**src/rtl/cpu7_ifu_imd_pkg.sv**
```systemverilog
// cpu7_ifu_imd_pkg: shared constants and state encoding for the instruction-memory driver
package cpu7_ifu_imd_pkg;
  localparam int IMD_MAX_OUT = 2;
  localparam int IMD_CNT_W = 2;
  localparam logic [5:0] ECODE_ADEF = 6'h08;
  typedef enum logic [1:0] {IMD_IDLE, IMD_ADDR, IMD_DATA} imd_state_e;
endpackage

```
**src/rtl/cpu7_ifu_imd_if.sv**
```systemverilog
// cpu7_ifu_imd_if: fetch-side and instruction-bus signals of the instruction-memory driver
interface cpu7_ifu_imd_if;
  logic         ifu_inst_req;
  logic [31:0]  ifu_inst_addr;
  logic         ifu_inst_cancel;
  logic         inst_addr_ok;
  logic         inst_valid;
  logic [127:0] inst_rdata;
  logic [1:0]   inst_count;
  logic         inst_ex;
  logic [5:0]   inst_exccode;
  logic         inst_uncache;
  logic         bus_req;
  logic [31:0]  bus_addr;
  logic         bus_addr_ok;
  logic         bus_data_ok;
  logic [31:0]  bus_rdata;
  modport master (
    input  ifu_inst_req, ifu_inst_addr, ifu_inst_cancel, bus_addr_ok, bus_data_ok, bus_rdata,
    output inst_addr_ok, inst_valid, inst_rdata, inst_count, inst_ex, inst_exccode, inst_uncache,
           bus_req, bus_addr
  );
  modport slave (
    output ifu_inst_req, ifu_inst_addr, ifu_inst_cancel, bus_addr_ok, bus_data_ok, bus_rdata,
    input  inst_addr_ok, inst_valid, inst_rdata, inst_count, inst_ex, inst_exccode, inst_uncache,
           bus_req, bus_addr
  );
endinterface

```
**src/rtl/cpu7_ifu_imd.sv**
```systemverilog
// cpu7_ifu_imd: turns fdp level fetch requests into one in-order bus transaction per address,
// dropping responses of cancelled fetches.
module cpu7_ifu_imd
  import cpu7_ifu_imd_pkg::*;
#(
  parameter int MAX_OUT = IMD_MAX_OUT,
  parameter int CNT_W = IMD_CNT_W
) (
  input logic clock,
  input logic resetn,
  cpu7_ifu_imd_if.master imd
);
  imd_state_e r_state, w_state_nxt;
  logic [CNT_W-1:0] r_out_cnt, r_drop_cnt;
  logic [31:0] r_addr_q;
  logic r_kill;
  logic w_fetch, w_misalign, w_issue, w_acc, w_killed, w_drop_hit, w_own_data, w_drop_inc;
  assign w_fetch = r_state == IMD_IDLE && imd.ifu_inst_req && !imd.ifu_inst_cancel;
  assign w_misalign = w_fetch && imd.ifu_inst_addr[1:0] != 2'b00;
  assign w_issue = w_fetch && imd.ifu_inst_addr[1:0] == 2'b00 && r_out_cnt < CNT_W'(MAX_OUT);
  assign w_acc = imd.bus_req && imd.bus_addr_ok;
  // a cancel seen at any point while waiting for addr_ok still kills that fetch
  assign w_killed = r_kill || imd.ifu_inst_cancel;
  assign w_drop_hit = imd.bus_data_ok && r_drop_cnt != '0;
  assign w_own_data = r_state == IMD_DATA && imd.bus_data_ok && r_drop_cnt == '0;
  assign w_drop_inc = (r_state == IMD_ADDR && w_acc && w_killed) ||
                      (r_state == IMD_DATA && imd.ifu_inst_cancel && !w_own_data);
  assign imd.bus_req = w_issue || r_state == IMD_ADDR;
  assign imd.bus_addr = r_state == IMD_IDLE ? imd.ifu_inst_addr : r_addr_q;
  assign imd.inst_addr_ok = w_acc && !w_killed;
  assign imd.inst_valid = (w_own_data && !imd.ifu_inst_cancel) || w_misalign;
  assign imd.inst_rdata = {96'b0, w_misalign ? 32'b0 : imd.bus_rdata};
  assign imd.inst_count = 2'd1;
  assign imd.inst_ex = w_misalign;
  assign imd.inst_exccode = w_misalign ? ECODE_ADEF : 6'h0;
  assign imd.inst_uncache = 1'b0;
  always_comb begin
    w_state_nxt = r_state;
    if (w_issue) w_state_nxt = imd.bus_addr_ok ? IMD_DATA : IMD_ADDR;
    else if (r_state == IMD_ADDR && imd.bus_addr_ok) w_state_nxt = w_killed ? IMD_IDLE : IMD_DATA;
    else if (r_state == IMD_DATA && (imd.ifu_inst_cancel || w_own_data)) w_state_nxt = IMD_IDLE;
  end
  always_ff @(posedge clock or negedge resetn) begin
    if (!resetn) begin
      r_state <= IMD_IDLE;
      r_out_cnt <= '0;
      r_drop_cnt <= '0;
      r_addr_q <= '0;
      r_kill <= 1'b0;
    end else begin
      r_state <= w_state_nxt;
      r_out_cnt <= r_out_cnt + CNT_W'(w_acc) - CNT_W'(imd.bus_data_ok);
      r_drop_cnt <= r_drop_cnt + CNT_W'(w_drop_inc) - CNT_W'(w_drop_hit);
      r_addr_q <= w_issue ? imd.ifu_inst_addr : r_addr_q;
      r_kill <= r_state == IMD_ADDR && !imd.bus_addr_ok && w_killed;
    end
  end
  always_ff @(posedge clock) begin
    if (resetn) assert (!imd.bus_data_ok || r_out_cnt != '0);
  end
endmodule

```
**src/flat_wrapper.sv**
```systemverilog
// flat-port wrapper written by rule: the top's interface ports become plain ports
module cpu7_ifu_imd_flat import cpu7_ifu_imd_pkg::*;
#(
  parameter int MAX_OUT = IMD_MAX_OUT,
  parameter int CNT_W = IMD_CNT_W
)
  (clock, resetn, imd_ifu_inst_req, imd_ifu_inst_addr, imd_ifu_inst_cancel, imd_bus_addr_ok, imd_bus_data_ok, imd_bus_rdata, imd_inst_addr_ok, imd_inst_valid, imd_inst_rdata, imd_inst_count, imd_inst_ex, imd_inst_exccode, imd_inst_uncache, imd_bus_req, imd_bus_addr);
  cpu7_ifu_imd_if imd_i ();
  input logic clock;
  input logic resetn;
  input wire logic [$bits(imd_i.ifu_inst_req)-1:0] imd_ifu_inst_req;
  input wire logic [$bits(imd_i.ifu_inst_addr)-1:0] imd_ifu_inst_addr;
  input wire logic [$bits(imd_i.ifu_inst_cancel)-1:0] imd_ifu_inst_cancel;
  input wire logic [$bits(imd_i.bus_addr_ok)-1:0] imd_bus_addr_ok;
  input wire logic [$bits(imd_i.bus_data_ok)-1:0] imd_bus_data_ok;
  input wire logic [$bits(imd_i.bus_rdata)-1:0] imd_bus_rdata;
  output wire logic [$bits(imd_i.inst_addr_ok)-1:0] imd_inst_addr_ok;
  output wire logic [$bits(imd_i.inst_valid)-1:0] imd_inst_valid;
  output wire logic [$bits(imd_i.inst_rdata)-1:0] imd_inst_rdata;
  output wire logic [$bits(imd_i.inst_count)-1:0] imd_inst_count;
  output wire logic [$bits(imd_i.inst_ex)-1:0] imd_inst_ex;
  output wire logic [$bits(imd_i.inst_exccode)-1:0] imd_inst_exccode;
  output wire logic [$bits(imd_i.inst_uncache)-1:0] imd_inst_uncache;
  output wire logic [$bits(imd_i.bus_req)-1:0] imd_bus_req;
  output wire logic [$bits(imd_i.bus_addr)-1:0] imd_bus_addr;
  assign imd_i.ifu_inst_req = imd_ifu_inst_req;
  assign imd_i.ifu_inst_addr = imd_ifu_inst_addr;
  assign imd_i.ifu_inst_cancel = imd_ifu_inst_cancel;
  assign imd_i.bus_addr_ok = imd_bus_addr_ok;
  assign imd_i.bus_data_ok = imd_bus_data_ok;
  assign imd_i.bus_rdata = imd_bus_rdata;
  assign imd_inst_addr_ok = imd_i.inst_addr_ok;
  assign imd_inst_valid = imd_i.inst_valid;
  assign imd_inst_rdata = imd_i.inst_rdata;
  assign imd_inst_count = imd_i.inst_count;
  assign imd_inst_ex = imd_i.inst_ex;
  assign imd_inst_exccode = imd_i.inst_exccode;
  assign imd_inst_uncache = imd_i.inst_uncache;
  assign imd_bus_req = imd_i.bus_req;
  assign imd_bus_addr = imd_i.bus_addr;
  cpu7_ifu_imd #(.MAX_OUT(MAX_OUT), .CNT_W(CNT_W)) u_core (.clock(clock), .resetn(resetn), .imd(imd_i));
endmodule
```
**config.mk**
```make
export PLATFORM = sky130hd
export DESIGN_NAME = cpu7_ifu_imd_flat
export DESIGN_NICKNAME = d
export VERILOG_FILES = /design/src/rtl/cpu7_ifu_imd_pkg.sv /design/src/rtl/cpu7_ifu_imd_if.sv /design/src/rtl/cpu7_ifu_imd.sv /design/src/flat_wrapper.sv
export SDC_FILE = /design/constraint.sdc
export NUM_CORES = 1
export LEC_CHECK = 0
export ABC_AREA = 1
export BUFFER_PORTS_ARGS = -buffer_cell sky130_fd_sc_hd__clkbuf_2
export CORE_AREA = 2 2 93 95
export CTS_BUF_LIST = sky130_fd_sc_hd__clkbuf_2 sky130_fd_sc_hd__clkbuf_4 sky130_fd_sc_hd__clkbuf_8
export DETAILED_ROUTE_END_ITERATION = 7
export DIE_AREA = 0 0 95 97
export PLACE_DENSITY = 0.79
export RECOVER_POWER = 50
export SKIP_LAST_GASP = 1
export SYNTH_ARGS = -nofsm -noshare
export SYNTH_HDL_FRONTEND = slang
export SYNTH_SLANG_ARGS = --single-unit
```
**constraint.sdc**
```tcl
create_clock -name clock -period 3.9 [get_ports clock]
set_input_delay 0.195 -clock clock [delete_from_list [all_inputs] [get_ports clock]]
set_output_delay 0.195 -clock clock [all_outputs]
set_load 0.05 [all_outputs]
```
[After elaboration in Yosys (flattened, before gate mapping)]
Cells that the tools add are included.
Word-level totals
  output and inout bits: 173
  word-level logic and storage cells: 54
  register bits: 39
  bits of input ports: 70
Cells by class
  eq/ne operators: 2
  mux-type cells: 8
  $add $sub $neg: 4
  reduce and logical (&&, ||, !) cells: 34
  order comparisons: 1
Operators with widths (number)
  $mux 32: 2
  $logic_and 1x1->1: 19
  $mux 2: 5
  $logic_not 2->1: 3
  $logic_or 1x1->1: 5
  $add 2x1->2: 2
  $logic_not 1->1: 4
  $mux 4: 1
  $reduce_bool 2->1: 2
  $sub 2x1->2: 2
  $reduce_bool 3->1: 1
  $eq 2x1->1 const B: 1
  $eq 2x2->1 const B: 1
  $lt 2x2->1 const B: 1

[Depth between registers and ports, before layout]
  depth in word-level cells: 12
  mapped depth: 9
  mapped depth without buffers: 9

[Least setup slack after synthesis]
Ideal clock, no wire load.
  path kind: reg2out
  from: register u_core.r_state[1]
  to: output port imd_bus_addr[0]
  cell stages (with the launch flop): 6
  arrival time: 1941 ps
  path buffers: 2
  data required time: 3705 ps
  path slack: 1764 ps
  cells stage by stage: dfrtp_1 -> inv_2 -> nand2_2 -> buf_4 -> buf_4 -> o21ai_0
Between the ends
  cells in the longest elaborated chain, start to end: 2
RTL lines
  start: declaration: line cpu7_ifu_imd.sv:13  | imd_state_e r_state, w_state_nxt;
  start signal: assignment: line cpu7_ifu_imd.sv:51  | r_state <= w_state_nxt;
  $logic_not 2->1: line cpu7_ifu_imd.sv:29  | assign imd.bus_addr = r_state == IMD_IDLE ? imd.ifu_inst_addr : r_addr_q;
  $mux 32: line cpu7_ifu_imd.sv:29
  end: declaration: line flat_wrapper.sv:25  | output wire logic [$bits(imd_i.bus_addr)-1:0] imd_bus_addr;
Every way passes these cells.

[Worst setup path after layout]
  from: register u_core.r_state[1]
  to: output port imd_inst_addr_ok
Between the ends
  cells in the longest elaborated chain, start to end: 8
  elaborated cells on any way between the ends: 9
  those cells by class: eq/ne: 1; reduce/logical: 8
RTL lines
  $logic_not 2->1: line cpu7_ifu_imd.sv:18  | assign w_fetch = r_state == IMD_IDLE && imd.ifu_inst_req && !imd.ifu_inst_cancel;
  $logic_and 1x1->1 (2 in a row): line cpu7_ifu_imd.sv:18
  $logic_and 1x1->1 (2 in a row): line cpu7_ifu_imd.sv:20  | assign w_issue = w_fetch && imd.ifu_inst_addr[1:0] == 2'b00 && r_out_cnt < CNT_W'(MAX_OUT);
  $logic_or 1x1->1 *: line cpu7_ifu_imd.sv:28  | assign imd.bus_req = w_issue || r_state == IMD_ADDR;
  $logic_and 1x1->1 *: line cpu7_ifu_imd.sv:21  | assign w_acc = imd.bus_req && imd.bus_addr_ok;
  $logic_and 1x1->1 *: line cpu7_ifu_imd.sv:30  | assign imd.inst_addr_ok = w_acc && !w_killed;
  end: declaration: line flat_wrapper.sv:17  | output wire logic [$bits(imd_i.inst_addr_ok)-1:0] imd_inst_addr_ok;
Every way passes the cells marked *; elsewhere a longest branch is shown, timed or not.

==> impl_results.md <==
* CTS-repair resized insts at 0
* Total number of vias at 2705
* Clock-pin slew on the worst setup and hold paths at 80 ps
* Wire per inst at 10.68 um
* RSZ-0062 raised after global routing: no
* Placed cell areas at 0.003516 mm2
* Hold_sp: imd_ifu_inst_addr[21]
* Slew Viols, Final at 40
* Yosys reg bits at 39
* Port bufs at 138
* Worst Path Arrival at 2120 ps
* Initial Util at 0.3978
* Vias in the first global route at 2438
* Clk root buf: clkbuf_8
* Yosys top cell area share at 0.3016
* Die Area at 0.009215 mm2
* Yosys warns at 0
* Cts hold-fix bufs at 0
* CP Launch Type: flip-flop
* Pin count of the biggest net entering global routing at 65
* Final hold vios at 0
* Rel. slew slack at -0.3761
* Iter 0 DRT Violations at 84
* IO Pins at 243
* Syn-to-layout area delta at 8.507%
* Mapped cell area at 0.003236 mm2
* Height of the chip at 97 um
* Clock Path Buffers at 2
* Initial antenna violation count at 0
* Remaining DRCs at 0
* Kind of critical path: flip-flop to output port
* Seq/Total Area, Yosys at 0.3016
* GRT Overall Usage at 0.1477
* Yosys top cell by area: dfrtp_1
* Status: finished with violations
* Power density over the cells at 814.6 mW/mm2
* LEAKAGE at 0.002335 uW
* Worst-margin pin slew at 2064 ps
* Reg2reg end: u_core.r_out_cnt[1]
* Average cell area after synthesis at 7.421 um2
* Min-delay worst type: input pin to flip-flop
* # rows at 33
* Worst setup startpoint: u_core.r_state[1]
* Worst r2r src: u_core.r_state[1]
* Final worst path period need at 2313 ps
* FF-to-FF setup slack at 2020 ps
* Final wirelength at 7.148 mm
* Fin Clk Skew at 7.591 ps
* Worst-Skew Late Latency at 280 ps
* Clock sink count at 39
* CTS tree: yes
* Layout Nets at 637
* Max incr delay on CP at 410 ps
* GR Overflow Total at 0
* Final Non-Filler Cells at 669
* Worst hold endpoint: u_core.r_addr_q[21]
* Placed Instances at 661
* Fin crit share at 0.5931
* H-Tree Level Count at 2
* Final core occ at 0.4316
* Vias per inst at 4.043
* Post-CTS Setup Inserts at 0
* Final ANT Viol Nets at 0
* Area of the core at 0.008134 mm2
* R2r worst-path depth at 9
* Slowest-stage cell, CP: dfrtp_1
* CP max FO at 64
* Share of layout cells above drive strength 1 at 0.2766
* Post-Syn Instances at 436
* Cell area after layout at 0.003511 mm2
* Largest cells by area after synthesis: dfrtp_1 30%, buf_4 26%, nand2_1 11%
* WP data required at 3700 ps
* # diodes at 0
* CTS Buf Count at 5
* WHS Path Cells at 3
* Final Setup Violations at 0
* DRT Pass-1 Iters at 4
* Netlist cell types at 22
* CP Capture Type: output port
* Maximum vdd drop at 567.3 uV
* DP HPWL at 5.938 mm
* Final Wtd Congestion at 0.7397
* Die width at 95 um
* Fmax at 432.4 MHz
* Violated checks: capacitance limit, slew limit
* Max-cap viol count at 1
* First-pass GRT wire length at 11.10 mm
* Hold slack final at 147.2 ps
* Cell-by-cell trace of the critical path: inv_1, nand2_1, nor2_1, nand2_4, nand2_2, nand2_1, nor2_1, clkbuf_2
* Setup_tns at 0 ps
==> layout by cell type, fill, tap and decap left out <==
| master | count |
|---|---|
| nor3_1 | 1 |
| inv_1 | 78 |
| clkbuf_8 | 7 |
| inv_2 | 1 |
| clkbuf_4 | 1 |
| nand2_2 | 3 |
| a21oi_1 | 1 |
| nand3_1 | 5 |
| nand2_1 | 100 |
| dfrtp_1 | 39 |
| buf_4 | 1 |
| ha_1 | 4 |
| conb_1 | 104 |
| nand4_2 | 1 |
| o21ai_0 | 61 |
| nand2_4 | 1 |
| clkbuf_2 | 137 |
| o21ai_2 | 4 |
| clkbuf_1 | 1 |
| xnor2_1 | 4 |
| nor2_1 | 10 |
==> power by group <==
group	internal, uW	total [uW]	switching (uW)
sequential	590	694	104
clock	168	304	136
combinational	369	1860	1490
total	1130	2860	1730
==> layer usage <==
layer,track usage,part of all wire,up-vias
li1,-,-,1339
met1,0.1903,0.42,1228
met2,0.2526,0.48,134
met3,0.03193,0.096,4
met4,0.03010,0.0055,0
met5,0,0,-
==> worst max path at each step <==
| stage | end | slack [ps] | depth (start not counted) |
|---|---|---|---|
| 2_1_floorplan | imd_bus_addr[0] | 1760 | 5 |
| 3_3_place_gp | imd_inst_addr_ok | 1970 | 8 |
| 3_5_place_dp | imd_inst_addr_ok | 1920 | 9 |
| 4_1_cts | imd_inst_addr_ok | 1610 | 8 |
| 5_1_grt | imd_inst_addr_ok | 1370 | 8 |
| 6_report | imd_inst_addr_ok | 1590 | 8 |
==> synthesized netlist by cell type <==
master      n
buf_4     112
nand2_1    99
inv_1      77
dfrtp_1    39
o21ai_0    35
o21ai_2    30
nor2_1      9
buf_6       5
nand3_1     5
ha_1        4
nand2_2     4
xnor2_1     4
buf_2       2
conb_1      2
inv_2       2
a21oi_1     1
buf_12      1
clkbuf_2    1
nand2_4     1
nand4_2     1
nor2_4      1
nor3_1      1
==> kinds of logic after synthesis <==
kind of cell	Yosys count	synth area share
XOR/XNOR	4	0.01083
buffers and inverters	200	0.3797
AND/OR/NAND/NOR	121	0.1531
flip-flops	39	0.3016
AO/OA/AOI/OAI	66	0.1369
other	2	0.002321
adder cells (fa/ha/maj)	4	0.01547
==> layout make-up <==
cell class	count	area, um2
sequential	39	975.9
clock buffer	8	103.9
timing repair buffer	139	696.9
fill	901	4623
multi-input combinational	299	1306
tap	105	131.4
inverter	79	296.5
==> through the flow <==
stage	setup WS (ps)	power, uW
after floorplan	1764	2396
after CTS	1611	2959
after detailed placement	1922	2648
final	1587	2860
after global routing	1370	3043
after global placement	1972	2610
==> registers in the layout, indices dropped and copies added (netlist names) <==
register	cells
u_core.r_addr_q	32
u_core.r_drop_cnt	2
u_core.r_out_cnt	2
u_core.r_state	2
u_core.r_kill	1
==> worst max-delay path, delay by kind of cell, from the launching register on <==
kind                   cells  cell delay [ps]
and+or+nand+nor            6             1010
DFF                        1              410
buffers and inverters      2              400
(Power assumes the default switching activity.)
